**config.mk**
```make
export PLATFORM = sky130hd
export DESIGN_NAME = matmul_apb_slave
export DESIGN_NICKNAME = d
export VERILOG_FILES = /design/src/rtl/matmul_pkg.sv /design/src/rtl/matmul_operand_rf.sv /design/src/rtl/matmul_apb_slave.sv
export SDC_FILE = /design/constraint.sdc
export NUM_CORES = 1
export LEC_CHECK = 0
export CORE_ASPECT_RATIO = 0.9
export CORE_MARGIN = 1
export CORE_UTILIZATION = 40
export CTS_CLUSTER_SIZE = 20
export DETAILED_ROUTE_END_ITERATION = 8
export HOLD_SLACK_MARGIN = 0.05
export PLACE_DENSITY = 0.8
export SETUP_SLACK_MARGIN = 0.3
export SLEW_MARGIN = 20
export SYNTH_ARGS = -nofsm -noshare
export SYNTH_HDL_FRONTEND = slang
export SYNTH_SLANG_ARGS = --single-unit
```
**constraint.sdc**
```tcl
create_clock -name clk_i -period 11.71 [get_ports clk_i]
set_clock_uncertainty 0.2 [all_clocks]
set_input_delay 2.342 -clock clk_i [delete_from_list [all_inputs] [get_ports clk_i]]
set_output_delay 2.342 -clock clk_i [all_outputs]
set_load 0.02 [all_outputs]
```
**src/rtl/matmul_pkg.sv**
```systemverilog
// Shared constants, register map and FSM state type for the matmul APB front-end.
// Optional build macro used by the top: MATMUL_APB_PSLVERR_EN (enables pslverr reporting).
package matmul_pkg;

    localparam int unsigned DATA_WIDTH  = 8;
    localparam int unsigned BUS_WIDTH   = 32;
    localparam int unsigned ADDR_WIDTH  = 16;
    localparam int unsigned MAX_DIM     = BUS_WIDTH / DATA_WIDTH;
    localparam int unsigned SP_NTARGETS = 4;

    localparam int unsigned ROW_W     = $clog2(MAX_DIM);
    localparam int unsigned TGT_W     = $clog2(SP_NTARGETS);
    localparam int unsigned SP_ADDR_W = TGT_W + ROW_W;

    // Region select lives in paddr[4:0]; row and SP target sit above it.
    localparam int unsigned REGION_W = 5;
    localparam int unsigned ROW_LSB  = 5;
    localparam int unsigned TGT_LSB  = ROW_LSB + ROW_W;

    localparam logic [REGION_W-1:0] REG_CONTROL   = 5'h00;
    localparam logic [REGION_W-1:0] REG_OPERAND_A = 5'h04;
    localparam logic [REGION_W-1:0] REG_OPERAND_B = 5'h08;
    localparam logic [REGION_W-1:0] REG_FLAGS     = 5'h0C;
    localparam logic [REGION_W-1:0] REG_SP        = 5'h10;

    // CONTROL bit fields.
    localparam int unsigned CTRL_START_BIT = 0;
    localparam int unsigned CTRL_MODE_BIAS = 1;
    localparam int unsigned CTRL_WT_LSB    = 2;
    localparam int unsigned CTRL_RT_LSB    = 4;
    localparam int unsigned CTRL_N_LSB     = 8;
    localparam int unsigned CTRL_K_LSB     = 10;
    localparam int unsigned CTRL_M_LSB     = 12;

    // Bits kept by the CONTROL register; START is a pulse and is never stored.
    function automatic logic [BUS_WIDTH-1:0] ctrl_rw_mask();
        logic [BUS_WIDTH-1:0] m;
        m = '0;
        m[CTRL_MODE_BIAS]        = 1'b1;
        m[CTRL_WT_LSB +: 2]      = 2'b11;
        m[CTRL_RT_LSB +: 2]      = 2'b11;
        m[CTRL_N_LSB +: 2]       = 2'b11;
        m[CTRL_K_LSB +: 2]       = 2'b11;
        m[CTRL_M_LSB +: 2]       = 2'b11;
        return m;
    endfunction

    typedef enum logic [1:0] {
        ST_IDLE    = 2'd0,
        ST_ACCESS  = 2'd1,
        ST_SP_WAIT = 2'd2
    } apb_state_e;

endpackage

```
**src/rtl/matmul_operand_rf.sv**
```systemverilog
// MAX_DIM x BUS_WIDTH operand register file; each row element has its own write strobe.
module matmul_operand_rf
    import matmul_pkg::*;
(
    input  logic                           clk_i,
    input  logic                           rst_i,
    input  logic                           we_i,
    input  logic [ROW_W-1:0]               row_i,
    input  logic [MAX_DIM-1:0]             strb_i,
    input  logic [BUS_WIDTH-1:0]           wdata_i,
    output logic [MAX_DIM*BUS_WIDTH-1:0]   rows_o
);

    logic [MAX_DIM-1:0][BUS_WIDTH-1:0] rows_d, rows_q;

    // Merge strobed elements of the write data into the addressed row.
    always_comb begin
        rows_d = rows_q;
        if (we_i) begin
            for (int e = 0; e < MAX_DIM; e++) begin
                if (strb_i[e]) begin
                    rows_d[row_i][e*DATA_WIDTH +: DATA_WIDTH] = wdata_i[e*DATA_WIDTH +: DATA_WIDTH];
                end
            end
        end
    end

    // Row storage.
    always_ff @(posedge clk_i or posedge rst_i) begin
        if (rst_i) begin
            rows_q <= '0;
        end else begin
            rows_q <= rows_d;
        end
    end

    assign rows_o = rows_q;

endmodule

```
**src/rtl/matmul_apb_slave.sv**
```systemverilog
// APB3 slave front-end of the matmul accelerator: register map decode, CONTROL and
// operand storage, flag readback and one-wait-state scratchpad reads.
// Build macro: MATMUL_APB_PSLVERR_EN -- when defined, illegal accesses raise pslverr_o;
// otherwise pslverr_o is 0 and illegal accesses are silently dropped.
module matmul_apb_slave
    import matmul_pkg::*;
(
    input  logic                           clk_i,
    input  logic                           rst_i,
    input  logic                           psel_i,
    input  logic                           penable_i,
    input  logic                           pwrite_i,
    input  logic [MAX_DIM-1:0]             pstrb_i,
    input  logic [ADDR_WIDTH-1:0]          paddr_i,
    input  logic [BUS_WIDTH-1:0]           pwdata_i,
    output logic [BUS_WIDTH-1:0]           prdata_o,
    output logic                           pready_o,
    output logic                           pslverr_o,
    output logic                           busy_o,
    output logic                           start_o,
    output logic [BUS_WIDTH-1:0]           ctrl_o,
    output logic [MAX_DIM*BUS_WIDTH-1:0]   a_rows_o,
    output logic [MAX_DIM*BUS_WIDTH-1:0]   b_rows_o,
    input  logic                           busy_core_i,
    input  logic [BUS_WIDTH-1:0]           flags_i,
    output logic                           sp_rd_en_o,
    output logic [SP_ADDR_W-1:0]           sp_rd_addr_o,
    input  logic [BUS_WIDTH-1:0]           sp_rd_data_i
);

    apb_state_e state_d, state_q;
    logic [BUS_WIDTH-1:0] ctrl_d, ctrl_q;
    logic                 start_d, start_q;

    logic [REGION_W-1:0] region;
    logic [ROW_W-1:0]    row;
    logic [TGT_W-1:0]    tgt;
    logic                is_ctrl, is_a, is_b, is_flags, is_sp, is_illegal;
    logic                acc_err;
    logic                wr_commit;
    logic                pslverr_raw;
    logic [BUS_WIDTH-1:0] rd_mux;

    logic [MAX_DIM-1:0][BUS_WIDTH-1:0] a_rows, b_rows;

    // Address bits above the SP target field are not decoded.
    logic unused_paddr;
    assign unused_paddr = ^paddr_i[ADDR_WIDTH-1:TGT_LSB+TGT_W];

    assign region = paddr_i[REGION_W-1:0];
    assign row    = paddr_i[ROW_LSB +: ROW_W];
    assign tgt    = paddr_i[TGT_LSB +: TGT_W];

    assign is_ctrl    = (region == REG_CONTROL);
    assign is_a       = (region == REG_OPERAND_A);
    assign is_b       = (region == REG_OPERAND_B);
    assign is_flags   = (region == REG_FLAGS);
    assign is_sp      = (region == REG_SP);
    assign is_illegal = !(is_ctrl || is_a || is_b || is_flags || is_sp);

    assign busy_o = busy_core_i | start_q;

    // Illegal accesses: unknown region, writes to read-only regions, writes while busy.
    // The same condition blocks the commit in both builds; only reporting differs.
    assign acc_err = is_illegal
                   | (pwrite_i & (is_flags | is_sp))
                   | (pwrite_i & busy_o);

    // Read data for zero-wait regions; unknown regions read as 0.
    always_comb begin
        rd_mux = '0;
        unique case (1'b1)
            is_ctrl:  rd_mux = ctrl_q;
            is_a:     rd_mux = a_rows[row];
            is_b:     rd_mux = b_rows[row];
            is_flags: rd_mux = flags_i;
            default:  rd_mux = '0;
        endcase
    end

    // APB transfer FSM and response outputs.
    always_comb begin
        state_d      = state_q;
        pready_o     = 1'b0;
        pslverr_raw  = 1'b0;
        prdata_o     = '0;
        sp_rd_en_o   = 1'b0;
        sp_rd_addr_o = '0;
        wr_commit    = 1'b0;
        unique case (state_q)
            ST_IDLE: begin
                // penable without a setup phase is ignored here.
                if (psel_i && !penable_i) state_d = ST_ACCESS;
            end
            ST_ACCESS: begin
                if (!psel_i) begin
                    state_d = ST_IDLE;
                end else if (!penable_i) begin
                    // Repeated setup phase: keep waiting for the access phase.
                    state_d = ST_ACCESS;
                end else if (is_sp && !pwrite_i) begin
                    sp_rd_en_o   = 1'b1;
                    sp_rd_addr_o = {tgt, row};
                    state_d      = ST_SP_WAIT;
                end else begin
                    pready_o    = 1'b1;
                    pslverr_raw = acc_err;
                    state_d     = ST_IDLE;
                    if (pwrite_i) begin
                        wr_commit = !acc_err;
                    end else if (!acc_err) begin
                        prdata_o = rd_mux;
                    end
                end
            end
            ST_SP_WAIT: begin
                state_d = ST_IDLE;
                if (psel_i && penable_i) begin
                    pready_o = 1'b1;
                    prdata_o = sp_rd_data_i;
                end
            end
            default: state_d = ST_IDLE;
        endcase
    end

`ifdef MATMUL_APB_PSLVERR_EN
    assign pslverr_o = pslverr_raw;
`else
    assign pslverr_o = 1'b0;
    logic unused_pslverr;
    assign unused_pslverr = pslverr_raw;
`endif

    // CONTROL update and start pulse generation.
    always_comb begin
        ctrl_d  = ctrl_q;
        start_d = 1'b0;
        if (wr_commit && is_ctrl) begin
            ctrl_d  = pwdata_i & ctrl_rw_mask();
            start_d = pwdata_i[CTRL_START_BIT];
        end
    end

    // State, CONTROL and start registers.
    always_ff @(posedge clk_i or posedge rst_i) begin
        if (rst_i) begin
            state_q <= ST_IDLE;
            ctrl_q  <= '0;
            start_q <= 1'b0;
        end else begin
            state_q <= state_d;
            ctrl_q  <= ctrl_d;
            start_q <= start_d;
        end
    end

    assign start_o = start_q;
    assign ctrl_o  = ctrl_q;

    matmul_operand_rf u_rf_a (
        .clk_i   (clk_i),
        .rst_i   (rst_i),
        .we_i    (wr_commit & is_a),
        .row_i   (row),
        .strb_i  (pstrb_i),
        .wdata_i (pwdata_i),
        .rows_o  (a_rows)
    );

    matmul_operand_rf u_rf_b (
        .clk_i   (clk_i),
        .rst_i   (rst_i),
        .we_i    (wr_commit & is_b),
        .row_i   (row),
        .strb_i  (pstrb_i),
        .wdata_i (pwdata_i),
        .rows_o  (b_rows)
    );

    assign a_rows_o = a_rows;
    assign b_rows_o = b_rows;

endmodule

```
### After elaboration in Yosys (flattened, before gate mapping)

Cells that the tools add are included.

| storage, ports and cells | value |
|---|---|
| bits in registers | 270 |
| logic and storage cells | 109 |

| cells by class | value |
|---|---|
| muxes and demuxes | 66 |
| reduce and logical (&&, ||, !) cells | 15 |
| eq/ne operators | 7 |
| magnitude comparators | 2 |
| bitwise gates (word level) | 8 |

Operators by type and width:

| operator | number |
|---|---|
| $mux 128 | 14 |
| $bwmux 128 | 8 |
| $mux 32 | 9 |
| $demux 32 s2 | 4 |
| $bmux 32 s2 | 2 |
| $pmux 32 s4 | 1 |
| $pmux 32 s2 | 1 |
| $mux 24 | 1 |
| $mux 16 | 1 |
| $mux 4 | 4 |
| $mux 1 | 14 |
| $eq 5x4->1 const B | 2 |
| $mux 2 | 4 |
| $mux 8 | 1 |
| $eq 5x3->1 const B | 1 |
| $eq 5x5->1 const B | 1 |
| $logic_and 1x1->1 | 5 |
| $logic_not 5->1 | 1 |
| $and 1x1->1 | 4 |
| $logic_not 1->1 | 4 |
| $logic_or 1x1->1 | 4 |
| $or 1x1->1 | 4 |
| $pmux 2 s2 | 1 |
| $lt 2x3->1 const B | 1 |
| other kinds (6) | 6 |

### Depth between registers and ports, before layout

Gate-level depths: netlist of run 1.

| depth | value |
|---|---|
| word-level depth | 24 |
| mapped depth | 8 |
| depth with buffers taken out | 6 |

### Modules after synthesis

Synthesis of run 1 repeated with hierarchy kept, for this count alone.

| second synthesis, totals | value |
|---|---|
| cell total of the unflattened synthesis | 912 |
| area, all modules | 13519.2 um^2 |

By module, submodules not included:

| module | area an instance (um^2) | sequential area each (um^2) | times used | cells each |
|---|---|---|---|---|
| matmul_operand_rf at u_rf_b | 5052.3 | 3203.1 | 1 | 281 |
| matmul_operand_rf at u_rf_a | 4929.7 | 3203.1 | 1 | 281 |
| matmul_apb_slave | 3537.1 | 350.3 | 1 | 350 |

### Worst setup path before layout of run 1

No wires, ideal clock.

| path | value |
|---|---|
| kind | input to output |
| start | input port paddr_i[6] |
| end | output port prdata_o[0] |
| arrival time | 4.076 ns |
| setup slack | 5.092 ns |
| data required time | 9.168 ns |
| buffers on the path | 3 |
| stages on the path | 6 |
| cells stage by stage | clkbuf_1 buf_2 buf_2 mux4_2 a22oi_1 o21ai_0 |

| on the way | value |
|---|---|
| longest elaborated chain between the ends | 9 |

Ends and longest elaborated chain:

| item | RTL line | RTL |
|---|---|---|
| from (decl) | matmul_apb_slave.sv:14 | `input logic [ADDR_WIDTH-1:0] paddr_i,` |
| $bmux 32 s2 (on tied branches) | matmul_apb_slave.sv:75, matmul_apb_slave.sv:74 |  |
| $mux 32 (on tied branches) | matmul_apb_slave.sv:75, matmul_apb_slave.sv:74 |  |
| $pmux 32 s4 (*) | matmul_apb_slave.sv:72 | `unique case (1'b1)` |
| $mux 32 (*) | matmul_apb_slave.sv:111 | `end else if (!acc_err) begin` |
| $mux 32 (*) | matmul_apb_slave.sv:109 | `if (pwrite_i) begin` |
| $mux 32 (*) | matmul_apb_slave.sv:101 | `end else if (is_sp && !pwrite_i) begin` |
| $mux 32 (*) | matmul_apb_slave.sv:98 | `end else if (!penable_i) begin` |
| $mux 32 (*) | matmul_apb_slave.sv:96 | `if (!psel_i) begin` |
| $pmux 32 s2 (*) | matmul_apb_slave.sv:90 | `unique case (state_q)` |
| to (decl) | matmul_apb_slave.sv:16 | `output logic [BUS_WIDTH-1:0] prdata_o,` |

Every way passes the cells marked *; elsewhere a longest branch is shown, timed or not. The select of a mux whose other input is x is not followed.

### Final worst setup path of run 1

| path | value |
|---|---|
| start | input port paddr_i[6] |
| end | output port prdata_o[9] |

The elaborated chain is that of the path after synthesis.

==> results.cfg, run 1 <==
[synthesis]
synth_area_leaders = dfrtp_1, mux2_2, mux4_2
yosys.area.top_type = dfrtp_1
synth_top_area_share_pct = 52.2
synth-seq-area-share_pct = 52.2
ys_types = 32
synth_seq_cells = 270
synth_area_sq_um = 12900
yosysWarnings = 0
syn_area_per_cell_sq_um = 14.8
synth_cells = 872

[power]
leakagePower_nw = 8.09
ir_drop_uv = 103
power_per_cell_area_nw_per_um2 = 111

[detailed_routing]
vias = 9633
firstDrtPassIters = 5
routedWlPerCell_um = 24.8
drt_iter0_drc = 455
drt_wl_total_um = 42900
drc_errors = 0
ant_nets = 0
via_per_inst = 5.56

[worst_setup_path]
critPathArrivalTime_ns = 5.29
critPathKind = in2out
cp_slowest_stage_delay_ns = 0.64
worstPathCellList = buf_4, buf_4, mux4_2, a221oi_1, a21oi_1, clkdlybuf4s50_1
cp.required_ns = 9.17
cp_max_fo = 45
crit_path_top_delay_cell = buf_4
rrSetupSlack_ns = 8.84
crit_buf_inv = 3
crit_family = buffers and inverters
crit_path_frequent_cell = buf_4
setup.worst_path.end_class = primary output
crit_path_start_kind = input pin

[global_route]
grt_pass1_wl_um = 64900
antenna_found_initial = 4
grt_use_total_pct = 26.0
grt_max_degree = 143
overflow = 0
first_global_vias = 10300

[floorplanning]
fp.coreArea_sq_um = 31900
initial_core_util_pct = 40.6
rows = 62
die-area_sq_um = 33100
pin_count = 451
dieWidth_um = 192
die_h_um = 173

[sta]
slew_headroom_pct = 31.6
setup_violations = 0
setup_ws_ns = 3.88
period_minus_slack_ns = 7.83
worst_pin_slew_ns = 1.03
period_share_pct = 66.9
max_clock_freq_mhz = 128
final.setup.tns_ns = 0
rsz0062_at_grt = no
hold_viol_final = 0
drv_slew = 0

[placement]
hpwl_um = 29500
dpl_cell_area_sq_um = 17500
gp_congestion = 0.860
io_buffers = 421
dp.cells = 1678
dp_slack_ns = 3.82

[cells_and_area]
finish.instance_area_sq_um = 18500
fin_cells = 1732
nets = 1418
final_cell_mix = clkdlybuf4s50_1, dfrtp_1, mux2_2
drive_gt1_share_pct = 32.4
area_growth_pct = 42.9
final_common_cell = clkdlybuf4s50_1

[min_path]
holdCritPathClass = reg2reg

[cts]
numCtsBuffers = 29
clock_path_buffers = 3
htreeDepth = 1
clk_latency_ns = 0.53
clk_pin_slew_ns = 0.06
cts_tree = built
post_cts_resized = 0
cts_sinks = 270
cts-root-buf = clkbuf_16
hold_buffers = 0
cts_setup_buffers = 0

[outcome]
status = finished, final reports clean

[job]
maxCapViolCount = 0
final timing paths:
kind                       depth (start not counted)                           start                             end
hold reg to reg                                    1  u_rf_a.rows_o[123]$_DFFE_PP0P_  u_rf_a.rows_o[123]$_DFFE_PP0P_
min in group asynchronous                          2                           rst_i          ctrl_o[13]$_DFFE_PP0P_
hold / removal                                     1  u_rf_a.rows_o[123]$_DFFE_PP0P_  u_rf_a.rows_o[123]$_DFFE_PP0P_
setup reg to reg                                   4               start_o$_DFF_PP0_   u_rf_a.rows_o[39]$_DFFE_PP0P_
max in group asynchronous                          3                           rst_i   u_rf_a.rows_o[83]$_DFFE_PP0P_
setup / recovery                                   6                      paddr_i[6]                     prdata_o[9]
per-stage QoR:
stage,hold slack (ns),power [mW],utilization [%]
after CTS,0.332,2.07,58.0
after detailed placement,0.319,1.14,54.9
after floorplan,0.276,1.05,-
after global placement,0.305,1.13,54.9
after global routing,0.344,2.12,58.0
final,0.330,2.05,58.0
synthesized netlist by cell type:
master	instances
mux2_2	268
inv_1	3
nand3_1	2
and3_1	6
nand2b_1	1
nand4_1	9
nand2_1	7
and2_1	20
nor4b_1	1
or2_2	1
dfrtp_1	270
buf_1	7
nor2b_1	3
mux2i_1	21
nor2_2	32
clkbuf_1	21
and4_1	1
conb_1	1
nor3b_1	2
mux4_2	64
nor4_1	1
ha_1	3
a22oi_1	32
nor3b_2	1
o21ai_0	33
buf_2	9
buf_4	22
a21oi_1	12
and3b_1	2
nor2_1	4
nor3_1	2
a221oi_1	11
report_power, final:
| part | internal [mW] | switching (mW) | total [mW] |
|---|---|---|---|
| logic | 0.0733 | 0.0982 | 0.172 |
| clock network | 0.562 | 0.370 | 0.932 |
| registers | 0.941 | 0.00702 | 0.948 |
state kept, by name, indices dropped and copies added, names as in the netlist:
signal         count
ctrl_o            11
start_o            1
state_q            2
u_rf_a.rows_o    128
u_rf_b.rows_o    128
metal layers:
metal / vias up / track usage (%) / share of wire (%) / wire length [um]
met4: 4 / 8.60 / 3.6 / 1520
met1: 4984 / 34.0 / 41 / 17500
met2: 439 / 42.8 / 49 / 20900
met3: 95 / 5.52 / 6.7 / 2890
li1: 4111 / - / - / -
met5: - / 0 / 0.072 / 31
area by class of cell:
| type | instances | area, sq um |
|---|---|---|
| timing repair buffer | 428 | 4270 |
| clock buffer | 39 | 833 |
| tap | 416 | 520 |
| antenna | 2 | 5.00 |
| sequential | 270 | 6760 |
| fill | 2539 | 13400 |
| multi-input combinational | 561 | 5930 |
| inverter | 3 | 18.8 |
| clock inverter | 13 | 151 |
cell families (layout without fill, tap and decap cells):
| family | after synthesis | count (layout) | synth area share, % |
|---|---|---|---|
| flip-flops | 270 | 270 | 52.2 |
| buffers and inverters | 62 | 483 | 2.52 |
| multiplexers | 353 | 353 | 36.1 |
| AND/OR/NAND/NOR | 95 | 95 | 4.49 |
| AO/OA/AOI/OAI | 88 | 88 | 4.34 |
| other | 1 | 24 | 0.0290 |
| adder cells (fa/ha/maj) | 3 | 3 | 0.290 |
Power figures use the tool's default switching activity.
==> inputs of run 2 (changes only) <==
- PLACE_DENSITY: 0.8 -> 0.83
- clock period: 11.71 -> 6.5 ns (I/O delays scaled with it)
==> run 2 against run 1 <==
  * Critical endpoint is now prdata_o[14]
  * First-iteration DRC count shrank 6.2%
  * Cell count up 0.29%
  * Register-to-register slack worse by 5.3 ns
  * Power is 80% higher
  * Core utilization is 0.16 points higher
==> results.cfg, run 2 (synthesis gave the netlist of run 1 again) <==
[outcome]
status = finished, final reports clean

[cts]
cts_sinks = 270
htreeDepth = 1
cts-root-buf = clkbuf_16
cts_tree = built
clk_latency_ns = 0.55
clk_pin_slew_ns = 0.06
numCtsBuffers = 28
cts_setup_buffers = 0
hold_buffers = 0
post_cts_resized = 0
clock_path_buffers = 3

[placement]
io_buffers = 421
hpwl_um = 29900
dp.cells = 1684
gp_congestion = 0.833

[global_route]
grt_use_total_pct = 26.2
use_met1_pct = 34.7
first_global_vias = 10300
grt_pass1_wl_um = 65200
grtUsageMet3_pct = 5.87
antenna_found_initial = 5
overflow = 0
busiest_layer = met2
grtUsageMet2_pct = 42.9
grt_max_degree = 140

[cells_and_area]
final_cell_mix = clkdlybuf4s50_1, dfrtp_1, mux2_2
nets = 1423
drive_gt1_share_pct = 32.5
postLayoutCoreUtil_pct = 58.1
fin_cells = 1737
multi_input_area_sq_um = 5930
area_growth_pct = 43.3
final_common_cell = clkdlybuf4s50_1
fillers = 2513
register_area_sq_um = 6760

[power]
ir_drop_uv = 182
pwr-share-comb_pct = 8.4
p_sw_share_pct = 23.4
fin_total_pwr_mw = 3.70
p_sw_mw = 0.867
power_per_cell_area_nw_per_um2 = 200
leakagePower_nw = 8.11
internal_power_mw = 2.83
clock_power_share_pct = 45.4
p_seq_share_pct = 46.2

[floorplanning]
pin_count = 451
rows = 62
fp.coreArea_sq_um = 31900
die_h_um = 173
dieWidth_um = 192
initial_core_util_pct = 40.6
die-area_sq_um = 33100

[worst_setup_path]
setup.worst_path.end_class = primary output
crit_path_start_kind = input pin
critPathArrivalTime_ns = 3.93
cp_max_fo = 21
critPathKind = in2out
cp.required_ns = 5.00
worstRegToRegCells = 4

[sta]
slew_headroom_pct = 38.3
final.setup.tns_ns = 0
setup_violations = 0
max_clock_freq_mhz = 184
rsz0062_at_grt = no
hold_viol_final = 0
worst_pin_slew_ns = 0.926
drv_slew = 0
period_minus_slack_ns = 5.43
period_share_pct = 83.5

[detailed_routing]
drt_wl_total_um = 43500
ant_nets = 0
routedWlPerCell_um = 25.1
vias = 9754
drt_iter0_drc = 427
drc_errors = 0
firstDrtPassIters = 4
via_per_inst = 5.62

[min_path]
whs_path_depth = 1
holdCritPathClass = reg2reg

[job]
maxCapViolCount = 0
run 2: routing by layer:
metal	vias to the layer above	share of wire [%]	wire length [um]
met4	4	3.1	1340
met5	-	0.060	26
li1	4150	-	-
met1	5072	41	18000
met2	427	48	21100
met3	101	7.2	3130
run 2: layout make-up:
| cell class | count | area share, % |
|---|---|---|
| antenna | 3 | 0.0405 |
| clock buffer | 41 | 4.47 |
| clock inverter | 9 | 0.742 |
| inverter | 3 | 0.0810 |
| multi-input combinational | 561 | 32.0 |
| sequential | 270 | 36.4 |
| tap | 416 | 2.81 |
| timing repair buffer | 434 | 23.4 |
run 2: stage by stage:
step / cell area [sq um] / hold slack [ns] / setup WS, ns
2_1_floorplan: 13000 / 0.276 / 1.43
3_3_place_gp: 17600 / 0.304 / 1.10
3_5_place_dp: 17600 / 0.317 / 1.09
4_1_cts: 18500 / 0.331 / 1.09
5_1_grt: 18500 / 0.353 / 0.985
6_report: 18500 / 0.327 / 1.07
run 2: power by group through the flow:
stage / logic, mW / registers, mW / clock network [mW]
floorplan: 0.148 / 1.75 / 0
global placement: 0.308 / 1.74 / 0
detailed placement: 0.313 / 1.74 / 0
CTS: 0.314 / 1.71 / 1.71
global route: 0.339 / 1.71 / 1.77
finish: 0.312 / 1.71 / 1.68
run 2: worst paths after layout:
kind | slack [ns] | from | endpoint
worst max register to register | 3.58 | start_o$_DFF_PP0_ | u_rf_a.rows_o[38]$_DFFE_PP0P_
min in group asynchronous | 1.07 | rst_i | u_rf_a.rows_o[105]$_DFFE_PP0P_
worst min register to register | 0.33 | u_rf_a.rows_o[123]$_DFFE_PP0P_ | u_rf_a.rows_o[123]$_DFFE_PP0P_
max in group asynchronous | 3.68 | rst_i | u_rf_b.rows_o[9]$_DFFE_PP0P_
worst min-delay path | 0.33 | u_rf_a.rows_o[123]$_DFFE_PP0P_ | u_rf_a.rows_o[123]$_DFFE_PP0P_
worst max-delay path | 1.07 | psel_i | prdata_o[14]
run 2: critical path: stages:
cell and delay, ns:
clkdlybuf4s50_1 0.51, and3_1 0.50, and2_1 0.20, buf_4 0.38, a22oi_1 0.15, o21ai_0 0.18
clkdlybuf4s50_1 0.69
